<file path="src/rtl/led_scan_ctrl.sv">
// led_scan_ctrl: time-multiplexed LED matrix scanner.
// It keeps a pulse-stretch counter per LED and scans one row per dwell period.
// Each row starts with a blanking cycle. Columns are brightness-modulated with PWM.
// All outputs are registered and lag the internal scan state by one cycle.
module led_scan_ctrl #(
  parameter int ROWS  = 4,
  parameter int COLS  = 8,
  parameter int DWELL = 64,
  parameter int HOLD  = 4096
) (
  input  logic                 clk,
  input  logic                 rst_n,
  input  logic [ROWS*COLS-1:0] act,
  input  logic [3:0]           bright,
  input  logic                 test,
  output logic [ROWS-1:0]      row_n,
  output logic [COLS-1:0]      col,
  output logic                 frame
);

  localparam int N  = ROWS * COLS;
  localparam int CW = $clog2(HOLD + 1);
  localparam int DW = $clog2(DWELL);
  localparam int RW = (ROWS > 1) ? $clog2(ROWS) : 1;

  logic [CW-1:0]   stretch [N];
  logic [DW-1:0]   d;
  logic [RW-1:0]   r;
  logic [3:0]      bright_q;
  logic [N-1:0]    lit;
  logic [COLS-1:0] row_lit;
  logic            pwm_on;
  logic            d_last;
  logic            r_last;
  logic            blank;

  // An LED is lit while its stretch counter is running, or when lamp test is on.
  always_comb begin
    lit = '0;
    for (int i = 0; i < N; i++) begin
      lit[i] = (stretch[i] != '0) | test;
    end
  end

  // Select the lit pattern of the row currently being scanned.
  always_comb begin
    row_lit = '0;
    for (int k = 0; k < ROWS; k++) begin
      if (r == RW'(k)) begin
        row_lit = lit[k*COLS +: COLS];
      end
    end
  end

  // Derive the scan position flags and the PWM gate from the 16-cycle window.
  always_comb begin
    d_last = (d == DW'(DWELL - 1));
    r_last = (r == RW'(ROWS - 1));
    blank  = (d == '0);
    pwm_on = (bright_q == 4'hF) | (d[3:0] < bright_q);
  end

  // Per-LED stretch counters: a strobe reloads HOLD; otherwise decay toward zero.
  always_ff @(posedge clk or negedge rst_n) begin
    if (!rst_n) begin
      for (int i = 0; i < N; i++) begin
        stretch[i] <= '0;
      end
    end else begin
      for (int i = 0; i < N; i++) begin
        if (act[i]) begin
          stretch[i] <= CW'(HOLD);
        end else if (stretch[i] != '0) begin
          stretch[i] <= stretch[i] - CW'(1);
        end
      end
    end
  end

  // Advance the dwell counter and the row index, and latch brightness at each row start.
  always_ff @(posedge clk or negedge rst_n) begin
    if (!rst_n) begin
      d        <= '0;
      r        <= '0;
      bright_q <= '0;
    end else begin
      d <= d + DW'(1);
      if (d_last) begin
        r <= r_last ? '0 : r + RW'(1);
      end
      if (blank) begin
        bright_q <= bright;
      end
    end
  end

  // Register the drive outputs. Row changes get a full blanking cycle to avoid ghosting.
  always_ff @(posedge clk or negedge rst_n) begin
    if (!rst_n) begin
      row_n <= '1;
      col   <= '0;
      frame <= 1'b0;
    end else begin
      frame <= d_last & r_last;
      if (blank) begin
        row_n <= '1;
        col   <= '0;
      end else begin
        row_n <= ~(ROWS'(1) << r);
        col   <= row_lit & {COLS{pwm_on}};
      end
    end
  end

endmodule
</file>
<file path="config.mk">
export PLATFORM = sky130hd
export DESIGN_NAME = led_scan_ctrl
export DESIGN_NICKNAME = d
export VERILOG_FILES = /design/src/rtl/led_scan_ctrl.sv
export SDC_FILE = /design/constraint.sdc
export NUM_CORES = 1
export LEC_CHECK = 0
export CORE_ASPECT_RATIO = 1.1
export CORE_MARGIN = 5
export CORE_UTILIZATION = 60
export CTS_BUF_LIST = sky130_fd_sc_hd__clkbuf_4
export DETAILED_ROUTE_END_ITERATION = 12
export PLACE_DENSITY = 0.82
export SYNTH_ARGS = -nofsm -noshare
export SYNTH_HDL_FRONTEND = slang
export SYNTH_SLANG_ARGS = --single-unit
</file>
<file path="constraint.sdc">
create_clock -name clk -period 2.9 [get_ports clk]
set_clock_uncertainty 0.15 [all_clocks]
set_input_delay 0.435 -clock clk [delete_from_list [all_inputs] [get_ports clk]]
set_output_delay 0.435 -clock clk [all_outputs]
set_load 0.01 [all_outputs]
</file>
==> results of run 1 <==
-- worst register-to-register path, delay by kind of cell, from the launching register on --
family,cells,cell delay (ps)
fa+ha+maj,1,180
simple gates,3,1360
compound gates,1,390
flops,1,420
buf+inv,1,100
-- routing by layer --
metal  vias up  global-route usage (%)
li1       8593                       -
met1      8565                    27.4
met2       315                    38.3
met3        86                    4.53
met4         2                    7.90
met5         -                       0
-- sequential cells by signal, summed over array words and instances (netlist names) --
signal    count
stretch     416
col           8
bright_q      4
r             2
frame         1
row_n         4
d             6
-- cells by family after synthesis --
group,Yosys count,synth area share [%]
xor gates and xnor gates,230,8.97
AOI/OAI and AO/OA,296,8.23
adders and majority gates,73,4.07
and+or+nand+nor,1137,26.5
DFF,441,49.2
buffers and inverters,131,2.22
muxes,18,0.825
-- power by group through the flow --
stage	clock, W	sequential (W)	combinational, W
final	0.00500	0.0105	0.0102
after global routing	0.00551	0.0109	0.0116
after CTS	0.00516	0.0105	0.0103
after detailed placement	0	0.0105	0.0102
after global placement	0	0.0104	0.00973
after floorplan	0	0.0100	0.00836
-- area by class of cell --
cell class	instances	area, sq um
fill	2864	12000
sequential	441	11000
multi-input combinational	1754	10900
clock buffer	152	1140
timing repair buffer	78	811
tap	494	618
inverter	82	308
clock inverter	40	181
antenna	2	5.00
-- what timing repair did --
action | 4_1_cts | 5_1_grt
hold buffers | 3 | 0
endpoints found under the setup margin | 0 | 0
endpoints found under the hold margin | 391 | 0
resized for setup | 0 | 0
-- layout by cell type (no fill, tap or decap), types with 42 or more instances in the layout --
cell,count
sky130_fd_sc_hd__nor4_1,87
sky130_fd_sc_hd__ha_1,73
sky130_fd_sc_hd__nand2_1,123
sky130_fd_sc_hd__xnor2_1,107
sky130_fd_sc_hd__clkdlybuf4s50_1,50
sky130_fd_sc_hd__a21oi_1,114
sky130_fd_sc_hd__nand3_1,76
sky130_fd_sc_hd__o21ai_0,57
sky130_fd_sc_hd__or3_1,51
sky130_fd_sc_hd__clkbuf_4,152
sky130_fd_sc_hd__nor2_1,411
sky130_fd_sc_hd__or4_1,62
sky130_fd_sc_hd__xor2_1,123
sky130_fd_sc_hd__nand3b_1,42
sky130_fd_sc_hd__nor3_1,91
sky130_fd_sc_hd__inv_1,82
sky130_fd_sc_hd__dfrtp_1,437
-- path summary, 6_finish.rpt --
kind                       depth (start not counted)  slack, ps    startpoint           end
max                                                6        160   stretch[13]        col[6]
max in group asynchronous                          4       1910         rst_n  stretch[276]
max reg2reg                                        6        160   stretch[13]        col[6]
min in group asynchronous                          3        160         rst_n  stretch[402]
min                                                3         90     bright[1]   bright_q[1]
min reg2reg                                        1        350  stretch[103]  stretch[103]
-- metrics by stage --
step           cells  utilization (%)  hold slack [ps]  setup WS, ps  total power, W
3_5_place_dp    2846             63.9              223           203          0.0207
5_1_grt         3043             67.6             62.3          83.7          0.0280
6_report        3043             67.6             88.0           164          0.0258
3_3_place_gp    2846             63.9              221           315          0.0201
2_1_floorplan   2326                -            -10.6           493          0.0184
4_1_cts         3041             67.6             23.1           197          0.0259
==> results.md, run 1 <==
Timing:
- The relative slew slack is between 40% and 50%.
- The final max-slew violation count came to 0.
- The aggregate negative setup slack is 0 ps.
- The final hold violation count was 0.
- The part of the cycle the worst path needs is 94.3%.
- For the pin with the worst max-slew slack, the measured transition is 789 ps.
- The count of final setup violators is 0.
- The timing-limited maximum frequency is around 370 MHz.
- Setup repair after global routing left no endpoint under its margin.
- The clock period could shrink to between 2000 and 3000 ps.

Floorplan:
- The number of placement rows is 74.
- The floorplan step defined a core boundary enclosing 37,000 sq um.
- The die outline area is a little over 40,000 sq um.
- The width of the chip is ~200 um.
- The effective utilization at floorplan is 60.6%.
- The top-level I/O count is between 50 and 60.
- The height of the die is roughly 210 um.

GRT:
- The via count of the first global-routing pass was 17,400.
- The first global-routing pass estimated about 80,000 um of wire.
- The total congestion overflow is 0.
- The combined global-route utilization of all metal layers is 22.0%.
- The initial antenna violation count came to 3.
- The pin count of the biggest net entering global routing is 90.

Yosys:
- The sequential share of the synthesized area is around half.
- In this run the mean area of a mapped cell was approximately 9.7 sq um.
- For this run, the number of Yosys warnings is 0.
- For this run, the leading register cell type out of synthesis is sky130_fd_sc_hd__dfrtp_1.
- The biggest area consumer among synthesized cells is sky130_fd_sc_hd__dfrtp_1.
- The netlist area before placement is between 20,000 and 25,000 sq um.
- The cell count after synthesis came out at 2,326.
- The synthesized design devotes to its leading area cell type 48.7% of total area.
- The number of nets in the synthesized netlist is 2,438.
- The commonest cells after synthesis are sky130_fd_sc_hd__dfrtp_1 (437), sky130_fd_sc_hd__nor2_1 (411), sky130_fd_sc_hd__nand2_1 (123), sky130_fd_sc_hd__xor2_1 (123), sky130_fd_sc_hd__a21oi_1 (114).
- The distinct cell type count of the synthesized netlist is 65.
- Counting flops and latches in the post-synthesis netlist gives 441.
- After synthesis, the cell types taking the most area are sky130_fd_sc_hd__dfrtp_1 (49%), sky130_fd_sc_hd__nor2_1 (6.9%), sky130_fd_sc_hd__xor2_1 (4.8%).
- For this run, asynchronously set or reset flops after synthesis account for 100%.
- The synthesized design contains 0 enable-type register cells.
- The most common cell in the synthesized netlist is sky130_fd_sc_hd__dfrtp_1.

Layout:
- The net total in the final layout is between 2,000 and 3,000.
- The area growth from synthesis to layout is 11.4%.
- The post-route netlist has 9.27% of its cells at a drive strength greater than 1.
- The cell area after layout is about 25,000 sq um.

Setup path:
- Walking the worst path, the cells encountered are inv_1, ha_1, or4b_2, or4_1, o22ai_1, nor4_1.
- Data on the critical path arrives at its endpoint at between 3000 and 4000 ps.
- Along the worst path, the maximum fanout reaches 9.
- Together, buffers and inverters on the worst path number 1.
- The sort of element at the end of the critical path is a flop.
- The cell at the slowest stage of the critical path is sky130_fd_sc_hd__or4b_2.
- The data required time of the worst path is 3390 ps.
- Grouping stages by cell kind, the critical path spends the most delay in simple AND/OR/NAND/NOR gates.
- The startpoint type of the worst setup path is a flop.
- The worst setup path is of the reg -> reg kind.
- The delay of the slowest cell on the worst path is approximately 640 ps.

Power and ir drop:
- The switching power share of the total is between 40% and 50%.
- Cell internal power was estimated by the tool at between 0.015 and 0.02 W.
- The combinational power share is 39.7%.
- Power spread over the standard cell area amounts to between 1000 and 1500 nW/um^2.
- The switching power is around 0.010 W.
- Registers are responsible for between 40% and 50% of the overall power.
- The share of total power dissipated in the clock network is between 10% and 20%.
- The maximum resistive drop on vdd is just over 0.6 mV.
- For this design the static power due to leakage is roughly 11 nW.

Worst hold path:
- In this run the worst hold path is classified as in -> reg.

Placed design:
- The cell area after placement is ~24,000 sq um.
- The quantity of I/O buffers inserted on ports is 51.
- The HPWL after detailed placement is ~31,000 um.
- Routability-driven placement finished with a final weighted congestion of around 0.84.

Route:
- In the routed design, unresolved DRC markers number 0.
- The routed metal-1 wire length is ~20,000 um.
- The number of DRC violations after detailed-routing iteration 0 is roughly 1,100.
- The number of vias per cell after detailed routing is approximately 5.8.
- The first TritonRoute pass finished after 9 iterations.
- The sum of routed wire length over all layers is between 40,000 and 50,000 um.
- The average wire per cell in the routed design is about 15 um.
- The post-detailed-route count of antenna-violating nets is 0.
- The met3 wirelength from detailed routing is slightly above 2000 um.
- Detailed routing placed a total of roughly 22,000 um of wire on met2.
- The via total after detailed routing is between 15,000 and 20,000.
- The detailed router used layers up to and including met5.

Flow run:
- The count of maximum capacitance violations is 0.

Run status:
- The run finished with clean final reports.

CTS:
- The clock root buffer master is sky130_fd_sc_hd__clkbuf_4.
- Clock-pin slew was measured on the worst setup and hold paths at 70 ps.
- The number of buffers inserted by post-CTS setup repair is 0.
- Counting every sink on the clock net gives 441.
- The worst-skew pair later-pin latency is 800 ps.
- The clock tree from TritonCTS is yes.
- The clock buffer count from CTS is 108.
- The total number of H-tree levels is 3.
- Counting along the longest clock path gives a buffer depth of 3.
Power figures use the tool's default switching activity.
==> run 2, diff against run 1 <==
--- a/config.mk
+++ b/config.mk
@@ -5,12 +5,15 @@
 export SDC_FILE = /design/constraint.sdc
 export NUM_CORES = 1
 export LEC_CHECK = 0
+export CELL_PAD_IN_SITES_DETAIL_PLACEMENT = 1
+export CELL_PAD_IN_SITES_GLOBAL_PLACEMENT = 2
 export CORE_ASPECT_RATIO = 1.1
 export CORE_MARGIN = 5
-export CORE_UTILIZATION = 60
+export CORE_UTILIZATION = 42
 export CTS_BUF_LIST = sky130_fd_sc_hd__clkbuf_4
 export DETAILED_ROUTE_END_ITERATION = 12
-export PLACE_DENSITY = 0.82
+export PLACE_DENSITY = 0.87
+export RECOVER_POWER = 25
 export SYNTH_ARGS = -nofsm -noshare
 export SYNTH_HDL_FRONTEND = slang
 export SYNTH_SLANG_ARGS = --single-unit
==> results.md, run 2 (same netlist as run 1, synthesis figures left out) <==
Route:
- The post-detailed-route count of antenna-violating nets is 0 (unchanged).
- The via total after detailed routing was 18,000 (+2.3%).
- The number of iterations in the first detailed-routing pass is 4 (-5).
- The sum of routed wire length over all layers is 52,700 um (+17%).
- The average wire per cell in the routed design came to 16.1 um (+8.7%).
- The number of DRC violations after detailed-routing iteration 0 is 758 (-32%).
- The detailed-route DRC error count is 0 (unchanged).
- The number of vias per cell after detailed routing is 5.49 (-4.9%).

Placed design:
- The quantity of I/O buffers inserted on ports is 51 (unchanged).
- The routability-driven placement congestion ratio is 0.788 (-6.4%).
- The pre-CTS worst setup slack came to 253 ps (+50.2 ps).
- The placed wire-length estimate after detailed placement is 36,600 um (+20%).

CTS:
- The clock root buffer master is sky130_fd_sc_hd__clkbuf_4.
- The worst-skew pair later-pin latency is 860 ps (+60 ps).
- The number of sinks handled by clock tree synthesis was 441 (unchanged).
- The clock transition time at the flip-flop clock pins of the worst setup and hold paths came to 60 ps (about the same).
- The total of cells resized after clock tree synthesis was 0 (unchanged).
- The total number of H-tree levels came to 3 (unchanged).
- The clock buffer count from CTS is 120 (+11%).
- The clock tree from TritonCTS is yes.
- The maximum root-to-sink buffer count is 3 (unchanged).

Power and ir drop:
- The reported leakage power is 11.1 nW (+1.4%).
- The power density over cell area is 1040 nW/um^2 (+0.75%).
- The switching power share of the total is 40.4% (+0.39 points).
- The sequential share of power was 39.9% (-0.9 points).
- The switching power is 0.0107 W (+3.7%).
- The combinational power share came to 39.8% (about the same).
- The maximum resistive drop on vdd is 0.475 mV (-21%).
- The relative contribution of the clock network to total power was 20.4% (+1.0 points).
- The internal power component is 0.0158 W (+2.0%).

Setup path:
- The startpoint type of the worst setup path is a flop.
- In this run the critical register-to-register path is launched from stretch[13].
- The largest fanout on the critical path is 9 (unchanged).
- The sort of element at the end of the critical path is a flop.
- The data required time of the worst path is 3470 ps (+80 ps).
- The data arrival time of the critical path is 3240 ps (+20 ps).
- The slack of the worst reg-to-reg path was 230 ps (+70 ps).
- The worst setup path is of the reg -> reg kind.
- The capture point of the worst reg-to-reg path is stretch[19].
- The number of cell instances on the worst register-to-register path is 7 (+1).

GRT:
- The combined global-route utilization of all metal layers is 18.5% (-3.5 points).
- The met2 routing resource usage after global routing is 32.8% (-5.5 points).
- The global-route wire length before repair is 92,200 um (+17%).
- The global-route track usage on met1 is 22.4% (-5.0 points).
- The via count of the first global-routing pass is 19,500 (+12%).
- The total congestion overflow is 0 (unchanged).
- The initial antenna violation count is 4 (+1).
- The pin count of the biggest net entering global routing is 79 (-12%).
- The met3 track demand over resource in global routing is 3.81% (-0.72 points).
- The most crowded layer after global routing is met2.

Timing:
- The worst-margin pin slew came to 1770 ps (+979 ps).
- Setup repair after global routing left no endpoint under its margin.
- The timing-limited maximum frequency was 375 MHz (+2.5%).
- The aggregate negative setup slack is 0 ps (unchanged).
- The final max-slew violation count is 10 (+10).
- The final hold violation count was 0 (unchanged).
- The count of final setup violators came to 0 (unchanged).
- The part of the cycle the worst path needs is 92.1% (-2.3 points).
- The minimum clock period after layout is 2670 ps (-65.8 ps).
- The worst-case hold slack is 182 ps (+93.9 ps).
- The relative slew slack is -17.9% (-65 points).
- The worst setup margin is 230 ps (+65.8 ps).

Layout:
- The register with the most flip-flops in the final layout is stretch.
- The share of cells above drive strength 1 is 10.5% (+1.2 points).
- The largest registers in the layout are stretch x416, col x8, d x6.
- Relative to the synthesized area, the layout overhead comes to 13.6%.
- The net total in the final layout is 2,609 (+1.2%).
- The library cells used most frequently in the layout, excluding fill and tap cells, are sky130_fd_sc_hd__dfrtp_1 (437), sky130_fd_sc_hd__nor2_1 (411), sky130_fd_sc_hd__clkbuf_4 (176), sky130_fd_sc_hd__nand2_1 (123), sky130_fd_sc_hd__xor2_1 (123).
- The most common cell after layout, fill and taps aside is sky130_fd_sc_hd__dfrtp_1.
- The utilization of the core after routing is 47.8% (-20 points).
- The flip-flop count of the largest register after layout was 416 (unchanged).

Floorplan:
- The top-level I/O count is 52 (unchanged).
- The height of the die is 253 um (+19%).
- The width of the chip came to 230 um (+19%).
- The number of placement rows is 89 (+20%).
- The effective utilization at floorplan came to 42.1% (-19 points).
- The placeable core region is 53,300 sq um (+44%).
- The die outline area was 58,200 sq um (+41%).

Worst hold path:
- The number of stages on the worst hold path is 3 (unchanged).
- The path with the worst hold slack has its endpoint at stretch[277].
- In this run the most critical hold path is launched from act[10].
- The class of the worst hold path is in -> reg.

Run status:
- The flow ran to the end, but the final reports show violations.
- The final reports fail on capacitance limit, slew limit.

Flow run:
- The count of maximum capacitance violations is 1 (+1).
run 2: layout make-up:
| type | instances | area [sq um] |
|---|---|---|
| fill | 6096 | 27800 |
| timing repair buffer | 98 | 910 |
| multi-input combinational | 1754 | 10900 |
| clock buffer | 175 | 1310 |
| antenna | 2 | 5.00 |
| clock inverter | 40 | 156 |
| sequential | 441 | 11000 |
| tap | 682 | 853 |
| inverter | 82 | 308 |
run 2: per-stage QoR:
| step | instances | total power, W | area [sq um] |
|---|---|---|---|
| 4_1_cts | 3272 | 0.0269 | 25500 |
| 3_3_place_gp | 3051 | 0.0205 | 24000 |
| 6_report | 3274 | 0.0264 | 25500 |
| 3_5_place_dp | 3051 | 0.0212 | 24000 |
| 2_1_floorplan | 2326 | 0.0184 | 22500 |
| 5_1_grt | 3274 | 0.0289 | 25500 |
run 2: repair_timing:
item,CTS,global route
endpoints found under the hold margin,441,0
hold buffers,6,0
setup buffers,0,0
run 2: power groups by stage:
stage / clock network, W / logic [W] / registers (W)
2_1_floorplan: 0 / 0.00836 / 0.0100
5_1_grt: 0.00603 / 0.0120 / 0.0109
3_5_place_dp: 0 / 0.0106 / 0.0106
3_3_place_gp: 0 / 0.0101 / 0.0104
4_1_cts: 0.00568 / 0.0107 / 0.0105
6_report: 0.00538 / 0.0105 / 0.0105
run 2: how the worst max path moves through the flow:
| stage | start | end | depth (start not counted) |
|---|---|---|---|
| 5_1_grt | stretch[13] | stretch[18] | 7 |
| 6_report | stretch[13] | stretch[19] | 7 |
| 4_1_cts | stretch[143] | stretch[148] | 7 |
| 3_5_place_dp | stretch[13] | stretch[19] | 7 |
| 3_3_place_gp | stretch[13] | stretch[19] | 7 |
| 2_1_floorplan | stretch[143] | stretch[148] | 8 |
run 2: critical path, cell delays in order, from the launching register on:
cell and delay (ps):
sky130_fd_sc_hd__dfrtp_1 420, sky130_fd_sc_hd__inv_1 110, sky130_fd_sc_hd__ha_1 170, sky130_fd_sc_hd__or4b_2 630, sky130_fd_sc_hd__or4_1 620, sky130_fd_sc_hd__nor4b_1 240
sky130_fd_sc_hd__xnor2_1 160, sky130_fd_sc_hd__nor2_1 50
run 2: routing by layer:
layer	up-vias	share of wire, %
met2	215	50
li1	8664	-
met3	88	3.9
met1	8996	44
met5	-	0.051
met4	4	2.1
==> run 3, diff against run 2 <==
--- a/config.mk
+++ b/config.mk
@@ -11,9 +11,11 @@
 export CORE_MARGIN = 5
 export CORE_UTILIZATION = 42
 export CTS_BUF_LIST = sky130_fd_sc_hd__clkbuf_4
+export CTS_CLUSTER_DIAMETER = 40
 export DETAILED_ROUTE_END_ITERATION = 12
 export PLACE_DENSITY = 0.87
 export RECOVER_POWER = 25
+export SETUP_SLACK_MARGIN = 0.05
 export SYNTH_ARGS = -nofsm -noshare
 export SYNTH_HDL_FRONTEND = slang
 export SYNTH_SLANG_ARGS = --single-unit
==> results.md, run 3 (same netlist as run 1, synthesis figures left out) <==
GRT:
- The global-route wire length before repair is 92,300 um (about the same).
- The combined global-route utilization of all metal layers is 18.5% (about the same).
- The pin count of the biggest net entering global routing came to 79 (unchanged).
- The global-route track usage on met1 is 22.5% (+0.071 points).
- The total congestion overflow is 0 (unchanged).
- The layer flagged by global routing as most heavily used is met2.
- The met2 routing resource usage after global routing is 32.8% (-0.068 points).
- The met3 track demand over resource in global routing is 3.66% (-0.15 points).
- The via count of the first global-routing pass is 19,600 (+0.15%).
- The initial antenna violation count is 4 (unchanged).

Floorplan:
- The top-level I/O count came to 52 (unchanged).
- The die outline area was 58,200 sq um (unchanged).
- The placeable core region is 53,300 sq um (unchanged).
- The effective utilization at floorplan is 42.1% (unchanged).
- The number of placement rows is 89 (unchanged).
- The height of the die came to 253 um (unchanged).
- The width of the chip came to 230 um (unchanged).

Layout:
- The share of cells above drive strength 1 is 10.6% (+0.14 points).
- The library cells used most frequently in the layout, excluding fill and tap cells, are sky130_fd_sc_hd__dfrtp_1 (437), sky130_fd_sc_hd__nor2_1 (411), sky130_fd_sc_hd__clkbuf_4 (179), sky130_fd_sc_hd__nand2_1 (123), sky130_fd_sc_hd__xor2_1 (123).
- In the final layout, the registers with the most flip-flops are stretch x416, col x8, d x6.
- The flip-flop count of the largest register after layout was 416 (unchanged).
- The net total in the final layout is 2,610 (+0.038%).
- The register ranked first by flip-flop count is stretch.
- The most common cell after layout, fill and taps aside is sky130_fd_sc_hd__dfrtp_1.
- The utilization of the core after routing is 47.9% (about the same).
- The relative area change from synthesis to final layout is 13.7% (about the same).

CTS:
- The maximum root-to-sink buffer count is 3 (unchanged).
- The clock transition time at the flip-flop clock pins of the worst setup and hold paths was 60 ps (about the same).
- The worst-skew pair later-pin latency is 850 ps (about the same).
- The clock buffer count from CTS is 121 (+0.83%).
- TritonCTS built the clock tree.
- The clock root buffer master is sky130_fd_sc_hd__clkbuf_4.
- The total of cells resized after clock tree synthesis was 0 (unchanged).
- The number of sinks handled by clock tree synthesis is 441 (unchanged).
- The total number of H-tree levels was 3 (unchanged).

Timing:
- The part of the cycle the worst path needs was 92.1% (about the same).
- The relative slew slack is -16.6% (+1.3 points).
- The worst-margin pin slew is 1750 ps (-19.3 ps).
- The timing-limited maximum frequency was 375 MHz (about the same).
- The minimum clock period after layout is 2670 ps (+0.386 ps).
- The final hold violation count came to 0 (unchanged).
- The count of final setup violators was 0 (unchanged).
- The aggregate negative setup slack is 0 ps (unchanged).
- Setup repair after global routing left no endpoint under its margin.
- The worst setup margin is 230 ps (-0.386 ps).
- The final max-slew violation count is 10 (unchanged).

Setup path:
- The startpoint-to-endpoint class of the critical path is reg -> reg.
- The startpoint type of the worst setup path is a flop.
- The critical path starts at stretch[13].
- The largest fanout on the critical path is 9 (unchanged).
- The sort of element at the end of the critical path is a flop.
- The start of the worst register-to-register path is stretch[13].
- The data required time of the worst path is 3460 ps (about the same).
- The data arrival time of the critical path is 3230 ps (about the same).

Power and ir drop:
- The relative contribution of the clock network to total power is 20.5% (about the same).
- The combinational power share was 39.7% (about the same).
- The power density over cell area came to 1040 nW/um^2 (+0.10%).
- The reported leakage power was 11.2 nW (+0.14%).
- The maximum resistive drop on vdd is 0.475 mV (about the same).
- The switching power is 0.0107 W (about the same).
- The internal power component is 0.0158 W (+0.30%).
- The switching power share of the total is 40.4% (-0.059 points).
- The sequential share of power came to 39.8% (about the same).

Worst hold path:
- In this run the most critical hold path is launched from act[10].
- The class of the worst hold path is in -> reg.

Route:
- The via total after detailed routing is 18,000 (-0.039%).
- The detailed-route DRC error count is 0 (unchanged).
- The sum of routed wire length over all layers is 52,800 um (about the same).
- The number of vias per cell after detailed routing is 5.48 (-0.13%).
- The number of DRC violations after detailed-routing iteration 0 came to 701 (-7.5%).
- The number of iterations in the first detailed-routing pass is 4 (unchanged).
- The average wire per cell in the routed design is 16.1 um (about the same).
- The post-detailed-route count of antenna-violating nets came to 0 (unchanged).

Run status:
- The flow ran to the end, but the final reports show violations.
- The final reports fail on capacitance limit, slew limit.

Placed design:
- The routability-driven placement congestion ratio came to 0.788 (unchanged).
- The pre-CTS worst setup slack was 253 ps (unchanged).
- The quantity of I/O buffers inserted on ports was 51 (unchanged).
- The placed wire-length estimate after detailed placement is 36,600 um (unchanged).

Flow run:
- The count of maximum capacitance violations is 1 (unchanged).
[run 3: cell types whose count changed in the layout (fill, tap and decap cells not counted)]
cell	change
sky130_fd_sc_hd__inv_2	-1
sky130_fd_sc_hd__clkbuf_4	+3
sky130_fd_sc_hd__clkinv_1	-1
sky130_fd_sc_hd__clkinv_2	+2
[run 3: final timing paths]
| path | end | slack [ps] | cells past startpoint |
|---|---|---|---|
| min in group asynchronous | stretch[349] | 1200 | 3 |
| worst max-delay path | stretch[19] | 230 | 7 |
| worst min register to register | stretch[233] | 340 | 1 |
| worst max register to register | stretch[19] | 230 | 7 |
| worst min-delay path | stretch[277] | 190 | 3 |
| max in group asynchronous | stretch[273] | 320 | 3 |
[run 3: repair_timing]
item | 4_1_cts | 5_1_grt
hold buffers | 6 | 0
buffers inserted | 0 | 0
hold endpoints to repair | 441 | 0
[run 3: cell type report]
class                           instances  area, sq um
Clock inverter                         40          159
Fill cell                            6091        27800
Multi-Input combinational cell       1754        10900
Antenna cell                            2         5.00
Sequential cell                       441        11000
Timing Repair Buffer                   98          910
Inverter                               82          308
Tap cell                              682          853
Clock buffer                          178         1340
[run 3: power groups by stage]
stage	clock network [W]	logic [W]	registers (W)
4_1_cts	0.00574	0.0107	0.0105
3_3_place_gp	0	0.0101	0.0104
5_1_grt	0.00609	0.0120	0.0109
2_1_floorplan	0	0.00836	0.0100
6_report	0.00544	0.0105	0.0105
3_5_place_dp	0	0.0106	0.0106
[run 3: critical path, stage by stage, from the launching register on]
cell and delay, ps:
sky130_fd_sc_hd__dfrtp_1 420, sky130_fd_sc_hd__inv_1 110, sky130_fd_sc_hd__ha_1 170, sky130_fd_sc_hd__or4b_2 630, sky130_fd_sc_hd__or4_1 620, sky130_fd_sc_hd__nor4b_1 240
sky130_fd_sc_hd__xnor2_1 160, sky130_fd_sc_hd__nor2_1 50
[run 3: through the flow]
stage	area [sq um]	total power, W	cells	hold WS [ps]
4_1_cts	25600	0.0270	3275	48.5
3_3_place_gp	24000	0.0205	3051	282
6_report	25500	0.0265	3277	192
2_1_floorplan	22500	0.0184	2326	-10.6
3_5_place_dp	24000	0.0212	3051	291
5_1_grt	25500	0.0290	3277	122
[run 3: per-layer routing]
layer / share of wire, % / up-vias
li1: - / 8666
met1: 44 / 8994
met2: 50 / 210
met3: 3.9 / 86
met4: 2.1 / 4
met5: 0.051 / -
